File: src/rtl/p_enc_scan_if.sv
// p_enc_scan_if: valid/ready bundle for the p_enc_scan priority encoder.
//   Request side : in_valid, in_ready, in_vec[N-1:0], mode
//   Result side  : out_valid, out_ready, out_idx[W-1:0], out_last, out_none
// Modports:
//   master : the producer/consumer around the encoder (drives requests, takes beats)
//   slave  : the encoder itself
interface p_enc_scan_if #(
   parameter int N = 8
) ();
   localparam int W = $clog2(N);

   logic         in_valid;
   logic         in_ready;
   logic [N-1:0] in_vec;
   logic         mode;
   logic         out_valid;
   logic         out_ready;
   logic [W-1:0] out_idx;
   logic         out_last;
   logic         out_none;

   modport master (
      output in_valid, in_vec, mode, out_ready,
      input  in_ready, out_valid, out_idx, out_last, out_none
   );

   modport slave (
      input  in_valid, in_vec, mode, out_ready,
      output in_ready, out_valid, out_idx, out_last, out_none
   );
endinterface

File: src/rtl/p_enc_scan.sv
// p_enc_scan: registered priority encoder with valid/ready on both sides.
// Accepts an N-bit request vector and reports the index of its highest set
// bit. In scan mode (mode=1) every remaining set bit is then emitted, highest
// to lowest, one index per output handshake. An all-zero vector yields one
// beat with out_none=1, out_idx=0.
// Ports:
//   clk  : system clock, rising edge
//   rst  : asynchronous, active-high reset
//   bus  : p_enc_scan_if.slave (in_valid/in_ready/in_vec/mode,
//          out_valid/out_ready/out_idx/out_last/out_none)
module p_enc_scan #(
   parameter int N = 8
) (
   input  logic          clk,
   input  logic          rst,
   p_enc_scan_if.slave   bus
);
   localparam int W = $clog2(N);

   typedef enum logic {IDLE, EMIT} state_t;
   typedef logic [N-1:0] vec_t;
   typedef logic [W-1:0] idx_t;

   // Index of the highest set bit; 0 for an all-zero vector.
   function automatic idx_t msb_idx(input vec_t v);
      idx_t r;
      r = '0;
      for (int i = 0; i < N; i++) begin
         if (v[i]) r = idx_t'(i);
      end
      return r;
   endfunction

   function automatic vec_t clr_bit(input vec_t v, input idx_t i);
      return v & ~(vec_t'(1) << i);
   endfunction

   state_t state_q, state_d;
   vec_t   pending_q, pending_d;
   logic   mode_q, mode_d;
   idx_t   idx_q, idx_d;
   logic   last_q, last_d;
   logic   none_q, none_d;
   logic   accept;

   // in_ready is gated by rst directly so it is low for the whole reset
   // pulse and rises combinationally on release.
   assign bus.in_ready  = (state_q == IDLE) && !rst;
   assign bus.out_valid = (state_q == EMIT);
   assign bus.out_idx   = idx_q;
   assign bus.out_last  = last_q;
   assign bus.out_none  = none_q;

   assign accept = bus.in_valid && bus.in_ready;

   always_comb begin
      // NOTE: every always_comb output gets a default first so no path leaves
      // it unassigned; otherwise synthesis infers a latch to hold the old value.
      state_d   = state_q;
      pending_d = pending_q;
      mode_d    = mode_q;
      idx_d     = idx_q;
      last_d    = last_q;
      none_d    = none_q;

      case (state_q)
         IDLE: begin
            if (accept) begin
               state_d   = EMIT;
               mode_d    = bus.mode;
               idx_d     = msb_idx(bus.in_vec);
               pending_d = clr_bit(bus.in_vec, idx_d);
               none_d    = (bus.in_vec == '0);
               // Nothing left after removing the top bit means one set bit
               // (or none at all), so this first beat is already the last.
               last_d    = !bus.mode || (pending_d == '0);
            end
         end
         EMIT: begin
            if (bus.out_ready) begin
               if (last_q || !mode_q) begin
                  state_d   = IDLE;
                  pending_d = '0;
               end else begin
                  idx_d     = msb_idx(pending_q);
                  pending_d = clr_bit(pending_q, idx_d);
                  last_d    = (pending_d == '0);
               end
            end
         end
         default: state_d = IDLE;
      endcase
   end

   // NOTE: sequential state uses non-blocking assignments so every flop
   // samples its pre-edge inputs, independent of statement order.
   always_ff @(posedge clk or posedge rst) begin
      if (rst) begin
         state_q   <= IDLE;
         pending_q <= '0;
         mode_q    <= 1'b0;
         idx_q     <= '0;
         last_q    <= 1'b0;
         none_q    <= 1'b0;
      end else begin
         state_q   <= state_d;
         pending_q <= pending_d;
         mode_q    <= mode_d;
         idx_q     <= idx_d;
         last_q    <= last_d;
         none_q    <= none_d;
      end
   end
endmodule

File: src/flat_wrapper.sv
// flat-port wrapper written by rule: the top's interface ports become plain ports
module p_enc_scan_flat 
#(
   parameter int N = 8
)
  (clk, rst, bus_in_valid, bus_in_vec, bus_mode, bus_out_ready, bus_in_ready, bus_out_valid, bus_out_idx, bus_out_last, bus_out_none);
  p_enc_scan_if #(.N(N)) bus_i ();
  input  logic clk;
  input  logic rst;
  input wire logic [$bits(bus_i.in_valid)-1:0] bus_in_valid;
  input wire logic [$bits(bus_i.in_vec)-1:0] bus_in_vec;
  input wire logic [$bits(bus_i.mode)-1:0] bus_mode;
  input wire logic [$bits(bus_i.out_ready)-1:0] bus_out_ready;
  output wire logic [$bits(bus_i.in_ready)-1:0] bus_in_ready;
  output wire logic [$bits(bus_i.out_valid)-1:0] bus_out_valid;
  output wire logic [$bits(bus_i.out_idx)-1:0] bus_out_idx;
  output wire logic [$bits(bus_i.out_last)-1:0] bus_out_last;
  output wire logic [$bits(bus_i.out_none)-1:0] bus_out_none;
  assign bus_i.in_valid = bus_in_valid;
  assign bus_i.in_vec = bus_in_vec;
  assign bus_i.mode = bus_mode;
  assign bus_i.out_ready = bus_out_ready;
  assign bus_in_ready = bus_i.in_ready;
  assign bus_out_valid = bus_i.out_valid;
  assign bus_out_idx = bus_i.out_idx;
  assign bus_out_last = bus_i.out_last;
  assign bus_out_none = bus_i.out_none;
  p_enc_scan #(.N(N)) u_core (.clk(clk), .rst(rst), .bus(bus_i));
endmodule
File: config.mk
export PLATFORM = sky130hd
export DESIGN_NAME = p_enc_scan_flat
export DESIGN_NICKNAME = d
export VERILOG_FILES = /design/src/rtl/p_enc_scan_if.sv /design/src/rtl/p_enc_scan.sv /design/src/flat_wrapper.sv
export SDC_FILE = /design/constraint.sdc
export NUM_CORES = 1
export LEC_CHECK = 0
export CORE_MARGIN = 1.5
export CORE_UTILIZATION = 40
export CTS_CLUSTER_DIAMETER = 200
export DETAILED_ROUTE_END_ITERATION = 12
export RECOVER_POWER = 25
export SYNTH_ARGS = -nofsm -noshare
export SYNTH_HDL_FRONTEND = slang
export SYNTH_SLANG_ARGS = --single-unit
File: constraint.sdc
create_clock -name clk -period 4.4 [get_ports clk]
set_clock_uncertainty 0.15 [all_clocks]
set_input_delay 0.66 -clock clk [delete_from_list [all_inputs] [get_ports clk]]
set_output_delay 0.66 -clock clk [all_outputs]
set_load 0.01 [all_outputs]
---- After elaboration in Yosys (flattened, before gate mapping) ----
Index checks and enable logic that the tools add are counted.
operators by class
  reduce and logical (&&, ||, !) cells .... 13
  shift operators ......................... 2
  multiplexer cells ....................... 35
  bitwise operators ....................... 5
  equality and inequality tests ........... 3
operators with widths
  kind                                             count
  2-to-1 mux 3 bit                                 16
  zero test 8 bit                                  3
  2-to-1 mux 8 bit                                 3
  bitwise AND 8 bit                                2
  NOT 8 bit                                        2
  case mux 8 bit (2 select lines)                  1
  left shift 1 x 3 -> 8 bit, first input constant  2
  2-to-1 mux 1 bit                                 8
  2-to-1 mux 2 bit                                 4
  case mux 3 bit (2 select lines)                  1
  != test 2 bit, second input constant             2
  case mux 1 bit (2 select lines)                  2
  AND reduction 2 bit                              2
  zero test 1 bit                                  3
  AND reduction 3 bit                              1
  logical AND 1 bit                                2
  logical OR 1 bit                                 2
  != test 2 x 1 -> 1 bit, second input constant    1
  NOT 1 bit                                        1
word-level totals
  register bits ........................... 15
  logic and storage cells ................. 64
  output and inout port bits .............. 7

---- Longest topological paths before layout ----
  depth in word-level cells ............... 17
  gate-level depth with buffers ........... 6
  mapped depth without buffers ............ 4

---- Worst setup path before layout ----
OpenSTA, ideal clock, no wires.
  kind .................................... input port to flip-flop
  start point ............................. in bus_in_vec[6]
  end point ............................... reg u_core.last_q (netlist: u_core.bus.out_last)
  library setup time ...................... 0.096 ns
  path slack .............................. 2.269 ns
  stages on the path ...................... 6
  arrival ................................. 1.885 ns
  cells stage by stage .................... buf_6 > or4_4 > buf_6 > a211oi_2 > nor3_1 > nor4_2
between the ends
  cells in the longest elaborated chain, start to end .. 11
RTL lines
  item                               line                RTL
  start: declaration                 flat_wrapper.sv:11  input wire logic [$bits(bus_i.in_vec)-1:0] bus_in_vec;
  2-to-1 mux 3 bit (2 in a row)      p_enc_scan.sv:29    if (v[i]) r = idx_t'(i);
  2-to-1 mux 3 bit                   p_enc_scan.sv:68    if (accept) begin
  2-to-1 mux 3 bit                   p_enc_scan.sv:66    case (state_q)
  left shift 1 x 3 -> 8 bit          p_enc_scan.sv:35    return v & ~(vec_t'(1) << i);
  NOT 8 bit                          p_enc_scan.sv:35
  bitwise AND 8 bit *                p_enc_scan.sv:35
  zero test 8 bit *                  p_enc_scan.sv:76    last_d = !bus.mode || (pending_d == '0);
  logical OR 1 bit *                 p_enc_scan.sv:76
  2-to-1 mux 1 bit *                 p_enc_scan.sv:68
  case mux 1 bit (2 select lines) *  p_enc_scan.sv:66
  end signal: assignment             p_enc_scan.sv:110   last_q <= last_d;
  end: declaration                   p_enc_scan.sv:42    logic last_q, last_d;
Mark *: on every way between the ends. The rest lies on a longest branch, timed or not. The select of a mux whose other input is x is not followed.
A chain may end at the register's enable or synchronous reset.

---- Worst setup path after layout ----
  start point ............................. in rst
  end point ............................... out bus_in_ready
between the ends
  cells in the longest elaborated chain, start to end .. 2
RTL lines
  item                line                RTL
  start: declaration  flat_wrapper.sv:9   input logic rst;
  zero test 1 bit     p_enc_scan.sv:48    assign bus.in_ready = (state_q == IDLE) && !rst;
  logical AND 1 bit   p_enc_scan.sv:48
  end: declaration    flat_wrapper.sv:14  output wire logic [$bits(bus_i.in_ready)-1:0] bus_in_ready;
No other way between the ends.

==> key figures <==
Status
  – Status: finished clean

Placed design
  – Dpl hpwl: 1734 µm
  – Routability cong.: 0.8522
  – PortBufs: 19
  – Inst Count DP: 150

Layout
  – Layout area overhead: 22.24%
  – Commonest non-fill, non-tap cell in the layout: clkdlybuf4s50_1
  – Share of cells above drive strength 1: 7.143%
  – Post-Layout Cell Count: between 150 and 200
  – Nets: 140
  – Most frequent cells in the layout: clkdlybuf4s50_1, dfrtp_1, nor2_1, nand2_1, o21ai_0
  – Filler Cells Inserted: roughly 220
  – Antenna cell count: 0

STA
  – Max Freq: approximately 360 MHz
  – Final Max Slew Viols: 0
  – Final Hold Violating Endpoints: 0
  – Slew @ Worst Pin: between 0.5 and 0.6 ns
  – Fin crit share: between 60% and 70%
  – Fin Setup TNS: 0 ns
  – RSZ-0062 raised after global routing: false
  – Setup violations, final: 0
  – Final min period: about 2.7 ns
  – Relative slew margins: between 60% and 70%
  – Hold_ws: 0.3431 ns

Worst setup path
  – R2r worst-path depth: 4
  – Crit path capture type: output port
  – CP startpoint kind: input port
  – Crit Path Max Fanout: 3
  – Critical path required time: 3.59 ns
  – Crit path kind: in -> out
  – CP Data Arrival Time: roughly 1.9 ns

Global routing
  – GRT Total Usage: just under 20%
  – Vias in the first global route: ~750
  – Global route overflow: 0
  – First-pass GRT wire length: 3760 µm
  – Antenna violations before repair: 0
  – Largest net degree at the start of global routing: 16

Routing
  – Via density: between 5 and 6
  – Top layer in use: met4
  – Via count: roughly 900
  – Routed wire length per instance: approximately 15 µm
  – Met2 Routed Length: 1021 µm
  – Initial DRC count: 30
  – Post-route ant nets: 0
  – Metal-1 WL: between 1000 and 1500 µm
  – Final wirelength: between 2000 and 2500 µm
  – WL met3: ~100 µm
  – Drt drc: 0
  – Drt pass-1 iters: 4

Clock network
  – Clock slew at reported path FFs: approximately 0.11 ns
  – TritonCTS Buffers: 3
  – Root Buffer: clkbuf_4
  – Setup Fix Bufs, Post-CTS: 0
  – CTS tree: yes
  – Post_cts resized: 0
  – Later-pin clock latency in the skew report: about 0.29 ns
  – Clock Sinks: 15
  – CTS hold repair buffers: 0
  – CTS H-tree depth: 1
  – Clock Tree Buf Depth: 2

Run
  – Max-cap check violation count: 0

Yosys
  – Seq cells post-synth: 15
  – Register area share after synthesis: between 30% and 40%
  – Complex-gate fraction of the synthesized area: between 20% and 30%
  – Synth unique cells: 35
  – Largest family of logic cells by synthesized area: compound AO/OA/AOI/OAI gates
  – Synth warn: 0
  – Syn Inst Count: 109
  – Synthesized cell area: about 960 µm²
  – Syn_nets: 122
  – Share of synthesized cell area in full adder, half adder and majority cells: between 2 and 2.5%
  – Post-Synth XOR/XNOR Area: 0%
  – Synthesized area per cell: between 8 and 9 µm²
  – Mux cell area share after synthesis: 0%
  – Post-synthesis simple-gate area fraction: about a quarter

Pwr
  – Pwr Density: 477.5 nW/µm²
  – Final Power: roughly 0.56 mW
  – LEAKAGE: 0.4611 nW
  – Max VDD drop: 0.2350 mV

Floorplan
  – Height of the die: 52.05 µm
  – DIE AREA: 2709 µm²
  – Initial Utilization: 43.08%
  – Placeable core region: 2233 µm²
  – Die X: 52.05 µm
  – Row count: 17
  – # IOs: 20

Min path
  – Worst min-delay path class: reg -> reg
  – Hold-critical path depth: 2
==> worst paths after layout <==
path	slack, ns	endpoint	start
setup / recovery	1.66	bus_in_ready	rst
hold reg to reg	0.34	u_core.bus.out_none$_DFFE_PP0P_	u_core.bus.out_none$_DFFE_PP0P_
hold / removal	0.34	u_core.bus.out_none$_DFFE_PP0P_	u_core.bus.out_none$_DFFE_PP0P_
max in group asynchronous	2.92	u_core.pending_q[2]$_DFFE_PP0P_	rst
setup reg to reg	2.50	u_core.pending_q[1]$_DFFE_PP0P_	u_core.bus.out_valid$_DFF_PP0_
min in group asynchronous	0.78	u_core.bus.out_none$_DFFE_PP0P_	rst
==> power breakdown <==
group | total (mW) | switching [mW] | internal [mW]
clock | 0.0819 | 0.0467 | 0.0351
sequential | 0.244 | 0.0614 | 0.182
combinational | 0.236 | 0.109 | 0.127
total | 0.562 | 0.217 | 0.344
==> routing by layer <==
layer  vias up  GRT usage, %
met3         2         5.172
li1        450             -
met4         0         3.947
met5         -             0
met2        22         27.00
met1       416         29.55
==> kinds of logic after synthesis <==
group                    after synthesis
AO/OA/AOI/OAI                         38
adder cells (fa/ha/maj)                2
buffers and inverters                 10
flip-flops                            15
AND/OR/NAND/NOR                       44
==> final cells by class <==
cell class	count	area (µm²)	share of cell area (%)
repair buffers	19	190.2	16.17
clock buffers	4	26.28	2.234
well taps	28	35.03	2.979
flip-flops and latches	15	375.4	31.91
inverters	4	15.01	1.277
multi-input cells	84	534.3	45.43
==> Yosys cell counts, drive strengths merged <==
cell type / count / area share (%)
a211oi: 1 / 1.3
a21oi: 3 / 1.6
a311oi: 1 / 0.91
nor2b: 1 / 0.65
a2111oi: 1 / 0.91
a31oi: 1 / 0.65
inv: 4 / 1.6
dfrtp: 15 / 39
nand3b: 1 / 0.78
o21bai: 1 / 0.78
nor4: 4 / 3.3
o2bb2ai: 5 / 4.6
o311ai: 1 / 0.91
o311a: 1 / 1.0
buf: 2 / 2.3
o21ai: 12 / 6.2
clkbuf: 4 / 1.6
o31a: 1 / 0.91
nor3b: 1 / 1.3
o2111a: 1 / 1.2
nor3: 5 / 2.6
nand3: 1 / 0.52
maj3: 2 / 2.1
o31ai: 4 / 3.1
nand2b: 2 / 1.3
and4b: 1 / 1.0
a32o: 2 / 2.1
nor2: 13 / 5.1
o41ai: 2 / 2.6
a21o: 1 / 0.78
nand2: 13 / 5.1
or4: 2 / 2.3
==> stage by stage <==
| stage | utilization [%] | cell area (µm²) | setup WS (ns) |
|---|---|---|---|
| after global routing | 52.66 | 1176 | 1.572 |
| after detailed placement | 51.48 | 1150 | 1.706 |
| final | 52.66 | 1176 | 1.658 |
| after global placement | 51.48 | 1150 | 1.780 |
| after floorplan | - | 962.2 | 2.269 |
| after CTS | 52.66 | 1176 | 1.782 |
==> worst max-delay path, stage by stage <==
cell and delay [ns]:
dlygate4sd3_1 0.58, nor2_1 0.13, clkdlybuf4s50_1 0.56
==> registers in the layout, indices dropped and copies added (netlist names) <==
signal / flops
u_core.bus.out_valid: 1
u_core.bus.out_none: 1
u_core.pending_q: 8
u_core.mode_q: 1
u_core.bus.out_last: 1
u_core.bus.out_idx: 3
Power figures use the tool's default switching activity.
